[src/rtl/bus_fifo_slave_pkg.sv]
// rtl/bus_fifo_slave_pkg.sv - shared bus constants and FIFO register offsets
//
// Contents:
//   BUS_ADDR_WIDTH, DATA_WIDTH  widths of the shared master bus
//   SEL_ENABLE, SEL_DISABLE     levels of the active-low sel_ strobe
//   fifo_ofs_e                  register offsets within the FIFO window
//   STATUS_*_BIT                bit positions inside STATUS above count

package bus_fifo_slave_pkg;

    localparam int BUS_ADDR_WIDTH = 16;
    localparam int DATA_WIDTH     = 32;

    localparam logic SEL_ENABLE  = 1'b0;
    localparam logic SEL_DISABLE = 1'b1;

    typedef enum logic [1:0] {
        FIFO_OFS_DATA   = 2'd0,
        FIFO_OFS_STATUS = 2'd1,
        FIFO_OFS_CTRL   = 2'd2,
        FIFO_OFS_THRESH = 2'd3
    } fifo_ofs_e;

    // STATUS flag positions are relative to AW: count occupies [AW:0].
    localparam int STATUS_EMPTY_OFS = 1;
    localparam int STATUS_FULL_OFS  = 2;
    localparam int STATUS_UNF_OFS   = 3;
    localparam int STATUS_OVF_OFS   = 4;

endpackage

[src/rtl/fifo_mem.sv]
// rtl/fifo_mem.sv - FIFO storage array, synchronous write, asynchronous read
//
// Ports:
//   clk    in   write clock
//   we     in   write enable
//   waddr  in   write index
//   wdata  in   write data
//   raddr  in   read index
//   rdata  out  combinational read of mem[raddr]
// Contents are never reset.

module fifo_mem #(
    parameter int DEPTH = 16,
    parameter int AW    = $clog2(DEPTH),
    parameter int WIDTH = 32
) (
    input  logic             clk,
    input  logic             we,
    input  logic [AW-1:0]    waddr,
    input  logic [WIDTH-1:0] wdata,
    input  logic [AW-1:0]    raddr,
    output logic [WIDTH-1:0] rdata
);

    logic [WIDTH-1:0] mem [DEPTH];

    always_ff @(posedge clk) begin
        if (we) begin
            mem[waddr] <= wdata;
        end
    end

    assign rdata = mem[raddr];

endmodule

[src/rtl/bus_fifo_slave.sv]
// rtl/bus_fifo_slave.sv - memory-mapped FIFO responder on the shared master bus
//
// Ports:
//   clk    in   single clock, rising edge
//   reset  in   asynchronous active-high reset
//   sel_   in   active-low access strobe
//   addr   in   bus address; [1:0] select DATA/STATUS/CTRL/THRESH
//   idata  in   write data
//   rw_    in   1 = read, 0 = write
//   irq    out  threshold interrupt (only when FIFO_IRQ_EN is defined)
//   odata  out  registered read data, zero except the cycle after a read hit
// Optional feature macro: FIFO_IRQ_EN (THRESH register, CTRL bit1 mask, irq).

module bus_fifo_slave
    import bus_fifo_slave_pkg::*;
#(
    parameter logic [BUS_ADDR_WIDTH-1:0] BASE_ADDR = '0,
    parameter int                        DEPTH     = 16
) (
    input  logic                      clk,
    input  logic                      reset,
    input  logic                      sel_,
    input  logic [BUS_ADDR_WIDTH-1:0] addr,
    input  logic [DATA_WIDTH-1:0]     idata,
    input  logic                      rw_,
`ifdef FIFO_IRQ_EN
    output logic                      irq,
`endif
    output logic [DATA_WIDTH-1:0]     odata
);

    localparam int AW = $clog2(DEPTH);
    localparam logic [AW:0] FULL_COUNT = (AW+1)'(DEPTH);

    logic [AW-1:0]         wr_ptr;
    logic [AW-1:0]         rd_ptr;
    logic [AW:0]           count;
    logic                  ovf;
    logic                  unf;
    logic                  empty;
    logic                  full;
    logic                  hit;
    logic [1:0]            ofs;
    logic                  do_push;
    logic [DATA_WIDTH-1:0] mem_rdata;
    logic [DATA_WIDTH-1:0] status;

`ifdef FIFO_IRQ_EN
    logic [AW:0] thresh;
    logic        irq_mask;
`endif

    assign hit   = (sel_ == SEL_ENABLE) &&
                   (addr[BUS_ADDR_WIDTH-1:2] == BASE_ADDR[BUS_ADDR_WIDTH-1:2]);
    assign ofs   = addr[1:0];
    assign empty = (count == '0);
    assign full  = (count == FULL_COUNT);

    // The array only sees accepted pushes; a write while full never lands.
    assign do_push = hit && !rw_ && (ofs == FIFO_OFS_DATA) && !full;

    fifo_mem #(
        .DEPTH (DEPTH),
        .AW    (AW),
        .WIDTH (DATA_WIDTH)
    ) u_mem (
        .clk   (clk),
        .we    (do_push),
        .waddr (wr_ptr),
        .wdata (idata),
        .raddr (rd_ptr),
        .rdata (mem_rdata)
    );

    always_comb begin
        status                      = '0;
        status[AW:0]                = count;
        status[AW+STATUS_EMPTY_OFS] = empty;
        status[AW+STATUS_FULL_OFS]  = full;
        status[AW+STATUS_UNF_OFS]   = unf;
        status[AW+STATUS_OVF_OFS]   = ovf;
    end

    always_ff @(posedge clk or posedge reset) begin
        if (reset) begin
            odata  <= '0;
            wr_ptr <= '0;
            rd_ptr <= '0;
            count  <= '0;
            ovf    <= 1'b0;
            unf    <= 1'b0;
`ifdef FIFO_IRQ_EN
            thresh   <= '0;
            irq_mask <= 1'b0;
`endif
        end else begin
            // odata is a one-cycle pulse: cleared unless this cycle is a read hit.
            odata <= '0;
            if (hit) begin
                if (rw_) begin
                    case (ofs)
                        FIFO_OFS_DATA: begin
                            if (!empty) begin
                                odata  <= mem_rdata;
                                rd_ptr <= rd_ptr + AW'(1);
                                count  <= count - (AW+1)'(1);
                            end else begin
                                unf <= 1'b1;
                            end
                        end
                        FIFO_OFS_STATUS: odata <= status;
`ifdef FIFO_IRQ_EN
                        FIFO_OFS_THRESH: odata <= DATA_WIDTH'(thresh);
`endif
                        default: ;
                    endcase
                end else begin
                    case (ofs)
                        FIFO_OFS_DATA: begin
                            if (!full) begin
                                wr_ptr <= wr_ptr + AW'(1);
                                count  <= count + (AW+1)'(1);
                            end else begin
                                ovf <= 1'b1;
                            end
                        end
                        FIFO_OFS_CTRL: begin
                            if (idata[0]) begin
                                wr_ptr <= '0;
                                rd_ptr <= '0;
                                count  <= '0;
                                ovf    <= 1'b0;
                                unf    <= 1'b0;
                            end
`ifdef FIFO_IRQ_EN
                            irq_mask <= idata[1];
`endif
                        end
`ifdef FIFO_IRQ_EN
                        FIFO_OFS_THRESH: thresh <= idata[AW:0];
`endif
                        default: ;
                    endcase
                end
            end
        end
    end

`ifdef FIFO_IRQ_EN
    // Evaluated from registered count/thresh, so irq trails them by one cycle.
    always_ff @(posedge clk or posedge reset) begin
        if (reset) begin
            irq <= 1'b0;
        end else begin
            irq <= (count >= thresh) && (thresh != '0) && !irq_mask;
        end
    end
`endif

endmodule

[config.mk]
export PLATFORM = sky130hd
export DESIGN_NAME = bus_fifo_slave
export DESIGN_NICKNAME = d
export VERILOG_FILES = /design/src/rtl/bus_fifo_slave_pkg.sv /design/src/rtl/fifo_mem.sv /design/src/rtl/bus_fifo_slave.sv
export SDC_FILE = /design/constraint.sdc
export NUM_CORES = 1
export LEC_CHECK = 0
export ABC_AREA = 1
export CAP_MARGIN = 25
export CORE_MARGIN = 2
export CORE_UTILIZATION = 50
export DETAILED_ROUTE_END_ITERATION = 8
export PLACE_DENSITY = 0.7
export RECOVER_POWER = 25
export SLEW_MARGIN = 0
export SYNTH_ARGS = -nofsm -noshare
export SYNTH_HDL_FRONTEND = slang
export SYNTH_SLANG_ARGS = --single-unit
[constraint.sdc]
create_clock -name clk -period 3.05 [get_ports clk]
set_input_delay 0.4575 -clock clk [delete_from_list [all_inputs] [get_ports clk]]
set_output_delay 0.4575 -clock clk [all_outputs]
set_load 0.005 [all_outputs]
# == After elaboration in Yosys (flattened, before gate mapping) ==
# Memories as Yosys holds them, arrays and structs flattened.
# Index checks and enable logic that the tools add are counted.
# totals
register_bits,47
ramBits,512
input_bits,52
out_inout_bits,32
word_cells,67
mem_count,1
# classes
add_sub_neg,4
n_eq_ne,11
n_mux,26
bitwise,2
reduce_logical,17
# memory_table
memory,words,width,read_ports,rd_ports_with_merged_regs,wr,line,source
u_mem.mem,16,32,1,0,1,fifo_mem.sv:25,logic [WIDTH-1:0] mem [DEPTH];
# ops
operator,count
2-to-1 mux 32 bit,3
case mux 32 bit (2 select lines),1
2-to-1 mux 5 bit,5
2-to-1 mux 4 bit,6
AND reduction 5 bit,4
zero test 14 bit,1
case mux 5 bit (2 select lines),1
"adder 4 x 1 -> 4 bit, second input constant",2
2-to-1 mux 1 bit,8
"!= test 2 bit, second input constant",4
case mux 4 bit (2 select lines),1
"!= test 3 bit, second input constant",2
AND reduction 6 bit,1
nonzero test 2 bit,3
"adder 5 x 1 -> 5 bit, second input constant",1
"equality test 5 bit, second input constant",1
zero test 5 bit,1
"subtractor 5 x 1 -> 5 bit, second input constant",1
logical AND 1 bit,4
"!= test 2 x 1 -> 1 bit, second input constant",2
"equality test 2 x 1 -> 1 bit, second input constant",1
"equality test 2 bit, second input constant",1
zero test 1 bit,2
zero test 2 bit,1
2 further kinds,3

# == Depth between registers and ports, before layout ==
# Gate-level depths: netlist of run 1.
# depth
word_depth,7
mapped_depth,10
ltp_nobuf,9

# == Modules after synthesis ==
# From an unflattened synthesis of run 1, not the netlist that was laid out.
# hier_totals
cells_unflattened,2353
hier_area_um2,24325.8
# modules_own_cells
mod,instances,cells_per_inst,area_each_um2,seq_area_each_um2
fifo_mem,1,2088,22089.9,15374.7
bus_fifo_slave,1,265,2235.9,1176.1

# == Least setup slack after synthesis of run 1 ==
# No wires, ideal clock.
# synth_timing
path_type,register -> register
start,register count[0]
end,"memory u_mem.mem[0][0], enable pin"
setup_time_ns,0.421
t_arrival_ns,2.625
required_ns,2.629
slack_ns,0.004
stages_incl_launch_ff,8
n_path_buf,0
period_less_slack_ns,3.046
cell_sequence,dfrtp_1 > inv_1 > ha_1 > nand3_1 > nand2_1 > nor2_1 > nand2_1 > nor2_1
# synth_between
elab_chain_cells,5
# synth_rtl
item,line,source
from (decl),bus_fifo_slave.sv:37,logic [AW:0] count;
from (signal assigned),bus_fifo_slave.sv:106,count <= count - (AW+1)'(1);
from (signal assigned),bus_fifo_slave.sv:122,count <= count + (AW+1)'(1);
equality test 5 bit,bus_fifo_slave.sv:57,assign full = (count == FULL_COUNT);
zero test 1 bit,-,
logical AND 1 bit,bus_fifo_slave.sv:60,assign do_push = hit && !rw_ && (ofs == FIFO_OFS_DATA) && !full;
2-to-1 mux 1 bit,fifo_mem.sv:28,if (we) begin
2-to-1 mux 1 bit (not written as such),fifo_mem.sv:29,mem[waddr] <= wdata;
to (decl),fifo_mem.sv:25,
# No other way between the ends.

# == Worst setup path in the final report of run 1 ==
# layout_timing
start,register count[0]
end,"memory u_mem.mem[13][23], enable pin"
# Same word-level chain as after synthesis.

==> results.json, run 1 <==
{
  "drv_cap": 0,
  "syn_area_um2": 22400,
  "drive_gt1_share_pct": 13.8,
  "io_pins": 84,
  "grt_pass1_wl_mm": 86.2,
  "route.final.wire_length_mm": 56.4,
  "worstPathArrival_ps": 2640,
  "gp_congestion": 0.863,
  "power.total_uw": 15100,
  "setup_viol": 0,
  "ys_warn_count": 0,
  "rows": 77,
  "viasPerCell": 5.76,
  "overflow": 0,
  "root_buffer": "clkbuf_16",
  "hp-class": "input port to async pin",
  "final_hold_viol_count": 0,
  "coreArea_um2": 44200,
  "yosysSeqAreaShare_pct": 73.9,
  "synth_cell_types": 31,
  "ctsResizeCount": 0,
  "clkSinkCount": 559,
  "pwr-share-comb_pct": 1.5,
  "path_max_fanout": 18,
  "clockPowerShare_pct": 43.2,
  "cts_inserted_buffers": 54,
  "fin_util_pct": 58.9,
  "path_class": "flop to flop",
  "cp_slowest_stage_delay_ps": 460,
  "design_area_um2": 26100,
  "die_y_um": 216,
  "fmax_mhz": 421,
  "end_kind": "flop",
  "cp-start-kind": "flop",
  "ant_nets": 0,
  "grt_usage_pct": 24.6,
  "yosys-top-cells-area": "edfxtp_1 69%, nand2_1 6.5%, dfrtp_1 5.2%",
  "crit_chain": "inv_1, ha_1, nand3_1, nand2_1, nor2_1, buf_4, nand2_1, nor2_4, buf_4",
  "powerDensity_nw_per_um2": 580,
  "finClkSkew_ps": 13.5,
  "max_slew_margin_pct": 1.86,
  "setup_tns_ps": 0,
  "fin_crit_sh_pct": 77.9,
  "cts_hold_buf": 0,
  "min_period_ps": 2380,
  "p_int_uw": 12200,
  "route.vias.total": 14400,
  "syn-num-nets": 1834,
  "initial_utilization_pct": 50.7,
  "hpwl_mm": 32.5,
  "crit_required_ps": 3320,
  "grt_pass1_vias": 14500,
  "cts_tree": "yes",
  "drv_slew": 0,
  "synthCells": 1774,
  "worst_slew_pin_slew_ps": 1470,
  "synth_top_area_cell": "edfxtp_1",
  "first_pass_iters": 7,
  "slowest_stage": "dfrtp_1",
  "yosysTopAreaCellShare_pct": 68.6,
  "postCtsSetupBuffers": 0,
  "postSynth.asyncResetShare_pct": 8.41,
  "cts_buffer_depth": 3,
  "post_dp_cell_area_um2": 24300,
  "drc_errors": 0,
  "area_growth_pct": 16.3,
  "synth_area_per_cell_um2": 12.6,
  "synthFlopType": "edfxtp_1",
  "die_w_um": 216,
  "grt_antenna_before_repair": 0,
  "fill_cells": 3399,
  "outcome": "complete, no violations",
  "cts_max_level": 2,
  "insertion_delay_ps": 600,
  "power_switching_uw": 2930,
  "path_clk_slew_ps": 60,
  "dieArea_um2": 46500,
  "insertedDiodeCount": 0,
  "nNetsFinal": 1930,
  "rsz0062_at_grt": "false",
  "switching_share_pct": 19.4,
  "drtIter0Drc": 1612,
  "synth_enable_flop_cells": 512,
  "avgRoutedWirePerCell_um": 22.5,
  "port_buffers": 83,
  "vdd_drop_max_mv": 0.430,
  "pwr-share-seq_pct": 55.3,
  "p_leak_uw": 0.00898,
  "synth-seq-cells": 559,
  "grt_max_degree": 126
}
==> cell usage after synthesis, types with 3 or more instances <==
master	number
nand2_1	388
ha_1	8
or2_2	98
buf_2	50
o21ai_0	89
buf_1	10
nand4_1	76
nor2_1	125
clkbuf_1	26
buf_4	6
inv_1	54
nand2_2	4
or2_1	25
dfrtp_1	47
o211ai_1	23
buf_6	4
a21oi_1	49
inv_2	3
a211oi_1	23
o21ai_1	5
edfxtp_1	512
clkbuf_2	4
nand3_1	129
xor2_1	6
==> cells in the final DEF, fill, tap and decap left out, drive strengths merged, types with 17 or more instances in the layout <==
cell | synthesis | layout
buf | 70 | 54
clkdlybuf4s50 | 0 | 66
o21ai | 94 | 94
clkbuf | 30 | 77
edfxtp | 512 | 512
a21oi | 49 | 49
nand4 | 76 | 76
nor2 | 129 | 129
o211ai | 23 | 23
inv | 57 | 58
nand3 | 130 | 130
clkinv | 0 | 18
dlygate4sd3 | 0 | 17
or2 | 123 | 123
dfrtp | 47 | 47
nand2 | 392 | 392
a211oi | 23 | 23
==> critical path, delay by kind of cell (launching register included) <==
family	cells	cell delay, ps
DFF	1	460
adders and majority gates	1	240
buffers and inverters	3	590
and+or+nand+nor	5	740
==> worst paths after layout <==
path	slack (ps)	start	to	cells after the start
min in group clk	530	unf	unf	2
worst min register to register	530	unf	unf	2
worst max-delay path	670	count[0]	u_mem.mem[13][23]	9
worst min-delay path	310	reset	rd_ptr[0]	2
worst max register to register	670	count[0]	u_mem.mem[13][23]	9
max in group asynchronous	1020	reset	odata[25]	3
==> power groups by stage <==
stage	Clock (uW)	Combinational (uW)	Sequential, uW
floorplan	0	34.0	8520
global route	6900	247	8360
finish	6530	231	8360
detailed placement	0	236	8530
CTS	6600	237	8360
global placement	0	233	8530
==> registers in the layout, indices dropped and copies added (netlist names) <==
name / count
count: 5
rd_ptr: 4
ovf: 1
odata: 32
wr_ptr: 4
unf: 1
u_mem.mem: 512
==> final cells by class <==
type,count,area (um^2),area share [%]
Inverter,57,218,0.836
Multi-Input combinational cell,1058,5270,20.2
Timing Repair Buffer,140,1540,5.89
Sequential cell,559,16600,63.5
Clock inverter,26,235,0.903
Tap cell,592,741,2.84
Clock buffer,74,1500,5.75
==> metrics by stage <==
step           hold WS (ps)  worst slack, ps  cells
6_report                310              675   2506
5_1_grt                 354              573   2506
4_1_cts                99.6              705   2506
3_5_place_dp            511              406   2406
3_3_place_gp            498              424   2406
2_1_floorplan           465             3.69   1774
==> cell families (layout without fill, tap and decap cells) <==
group / count (synthesis) / after routing / synth area share (%)
AO/OA/AOI/OAI: 191 / 191 / 4.79
adder cells (fa/ha/maj): 8 / 8 / 0.447
XOR/XNOR: 7 / 7 / 0.274
buffers and inverters: 157 / 297 / 3.17
flip-flops: 559 / 559 / 73.9
AND/OR/NAND/NOR: 852 / 852 / 17.4
==> routing by layer <==
| layer | track usage [%] | wire length, um |
|---|---|---|
| met2 | 39.2 | 26500 |
| met1 | 33.9 | 23000 |
| met3 | 5.12 | 5440 |
| met4 | 8.14 | 1400 |
| met5 | 0 | 0 |
No activity file was read; power rests on OpenSTA's default activity.
==> run 2: changes to the inputs <==
--- a/config.mk
+++ b/config.mk
@@ -10,7 +10,7 @@
 export CORE_MARGIN = 2
 export CORE_UTILIZATION = 50
 export DETAILED_ROUTE_END_ITERATION = 8
-export PLACE_DENSITY = 0.7
+export PLACE_DENSITY = 0.67
 export RECOVER_POWER = 25
 export SLEW_MARGIN = 0
 export SYNTH_ARGS = -nofsm -noshare
==> constraint.sdc (replaced) <==
create_clock -name clk -period 2.47 [get_ports clk]
set_input_delay 0.3705 -clock clk [delete_from_list [all_inputs] [get_ports clk]]
set_output_delay 0.3705 -clock clk [all_outputs]
set_load 0.005 [all_outputs]
==> run 2 against run 1 <==
Against the previous run: non-clock buffer count up 25; combinational power up 26%; via count barely moved; clock power increased by 21%; highest routed layer unchanged.
==> results.json, run 2 (same netlist as run 1, synthesis figures left out) <==
{
  "outcome": "complete, no violations",
  "cts_tree": "yes",
  "drive_gt1_share_pct": 14.3,
  "setup_tns_ps": 0,
  "finClkSkew_ps": 25.8,
  "cts_hold_buf": 0,
  "drv_slew": 0,
  "final_common_cell": "edfxtp_1",
  "largest_reg_flops": 512,
  "setup_viol": 0,
  "crit_required_ps": 2770,
  "crit_chain": "inv_1, ha_1, nand3_1, nand2_1, nor2_1, buf_4, nand2_1, nor2_4, buf_12",
  "path_common_cell": "nand2_1",
  "hp-class": "input port to async pin",
  "cp-start-kind": "flop",
  "drtIter0Drc": 1562,
  "fill_cells": 3412,
  "rows": 77,
  "route.final.wire_length_mm": 55.9,
  "postCtsSetupBuffers": 0,
  "powerDensity_nw_per_um2": 703,
  "design_area_um2": 26300,
  "cts_inserted_buffers": 54,
  "worstPathArrival_ps": 2610,
  "insertedDiodeCount": 0,
  "coreArea_um2": 44200,
  "final_hold_viol_count": 0,
  "clkSinkCount": 559,
  "dieArea_um2": 46500,
  "grt_pass1_wl_mm": 85.5,
  "ctsResizeCount": 0,
  "p_leak_uw": 0.00909,
  "overflow": 0,
  "fin_cells": 2532,
  "fmax_mhz": 433,
  "cts_buffer_depth": 3,
  "hpwl_mm": 33.7,
  "root_buffer": "clkbuf_16",
  "rsz0062_at_grt": "false",
  "insertion_delay_ps": 610,
  "dp_cells": 2431,
  "largestRegisters": "u_mem.mem: 512 flops, odata: 32 flops, count: 5 flops",
  "top_register": "u_mem.mem",
  "min_period_ps": 2310,
  "post_dp_cell_area_um2": 24700,
  "mostFrequentLayoutCells": "512 x edfxtp_1, 387 x nand2_1, 129 x nand3_1, 109 x nor2_1, 98 x or2_2",
  "max_slew_margin_pct": 36.6,
  "end_kind": "flop",
  "port_buffers": 83,
  "vdd_drop_max_mv": 0.544,
  "first_pass_iters": 5,
  "cts_max_level": 2,
  "die_y_um": 216,
  "grt_usage_pct": 24.3,
  "gp_congestion": 0.827,
  "avgRoutedWirePerCell_um": 22.1,
  "drc_errors": 0,
  "ant_nets": 0,
  "path_class": "flop to flop",
  "io_pins": 84,
  "area_growth_pct": 17.6,
  "drv_cap": 0,
  "grt_antenna_before_repair": 0,
  "grt_pass1_vias": 14500,
  "grt_max_degree": 89,
  "viasPerCell": 5.69,
  "die_w_um": 216,
  "path_max_fanout": 17,
  "nNetsFinal": 1955,
  "worst_slew_pin_slew_ps": 951,
  "initial_utilization_pct": 50.7,
  "path_clk_slew_ps": 60,
  "slowest_stage": "dfrtp_1",
  "fin_crit_sh_pct": 93.6,
  "route.vias.total": 14400,
  "cp_slowest_stage_delay_ps": 450
}
==> run 2: cell types whose count changed in the layout (fill, tap and decap cells not counted) <==
cell / delta
clkbuf_1: +12
clkbuf_8: -1
clkbuf_16: -1
clkinv_1: +1
bufinv_16: -1
clkinv_2: -2
buf_4: +5
clkinv_8: +1
clkbuf_2: +1
buf_12: +14
clkinvlp_4: -3
==> run 2: stage by stage <==
stage / worst slack (ps) / total power (uW) / hold WS (ps) / util, %
floorplan: -99.4 / 10600 / 465 / -
finish: 159 / 18500 / 404 / 59.6
global route: 34.9 / 19000 / 458 / 59.6
detailed placement: -39.6 / 10800 / 511 / 55.9
CTS: 199 / 18600 / 142 / 59.7
global placement: -48.2 / 10800 / 492 / 55.9
==> run 2: final timing paths <==
kind                                from               to  slack [ps]  cells after the start
worst max register to register  count[0]  u_mem.mem[4][7]         160                      9
worst max-delay path            count[0]  u_mem.mem[4][7]         160                      9
max in group asynchronous          reset        rd_ptr[0]         540                      3
min in group clk                     unf              unf         520                      2
worst min register to register       unf              unf         520                      2
worst min-delay path               reset        odata[29]         400                      2
==> run 2: report_power, final <==
group / switching, uW / total [uW] / internal, uW
clock network: 3410 / 7880 / 4480
registers: 0.270 / 10300 / 10300
logic: 209 / 292 / 83.7
total: 3610 / 18500 / 14900
==> run 2: area by class of cell <==
type / instances / area [um^2] / area share, %
well taps: 592 / 741 / 2.81
flip-flops and latches: 559 / 16600 / 62.9
multi-input cells: 1058 / 5270 / 20.0
clock inverters: 22 / 193 / 0.732
repair buffers: 165 / 1880 / 7.13
inverters: 57 / 218 / 0.827
clock buffers: 79 / 1490 / 5.64
==> run 2: routing by layer <==
metal / global-route usage, % / part of all wire [%]
met3: 5.31 / 8.7
met5: 0 / 0
met1: 33.4 / 42
met2: 38.5 / 47
met4: 8.74 / 3.2
==> run 2: worst max-delay path, delay by kind of cell (launching register included) <==
| family | cells | cell delay (ps) |
|---|---|---|
| simple gates | 5 | 840 |
| fa+ha+maj | 1 | 240 |
| buf+inv | 3 | 470 |
| flops | 1 | 450 |
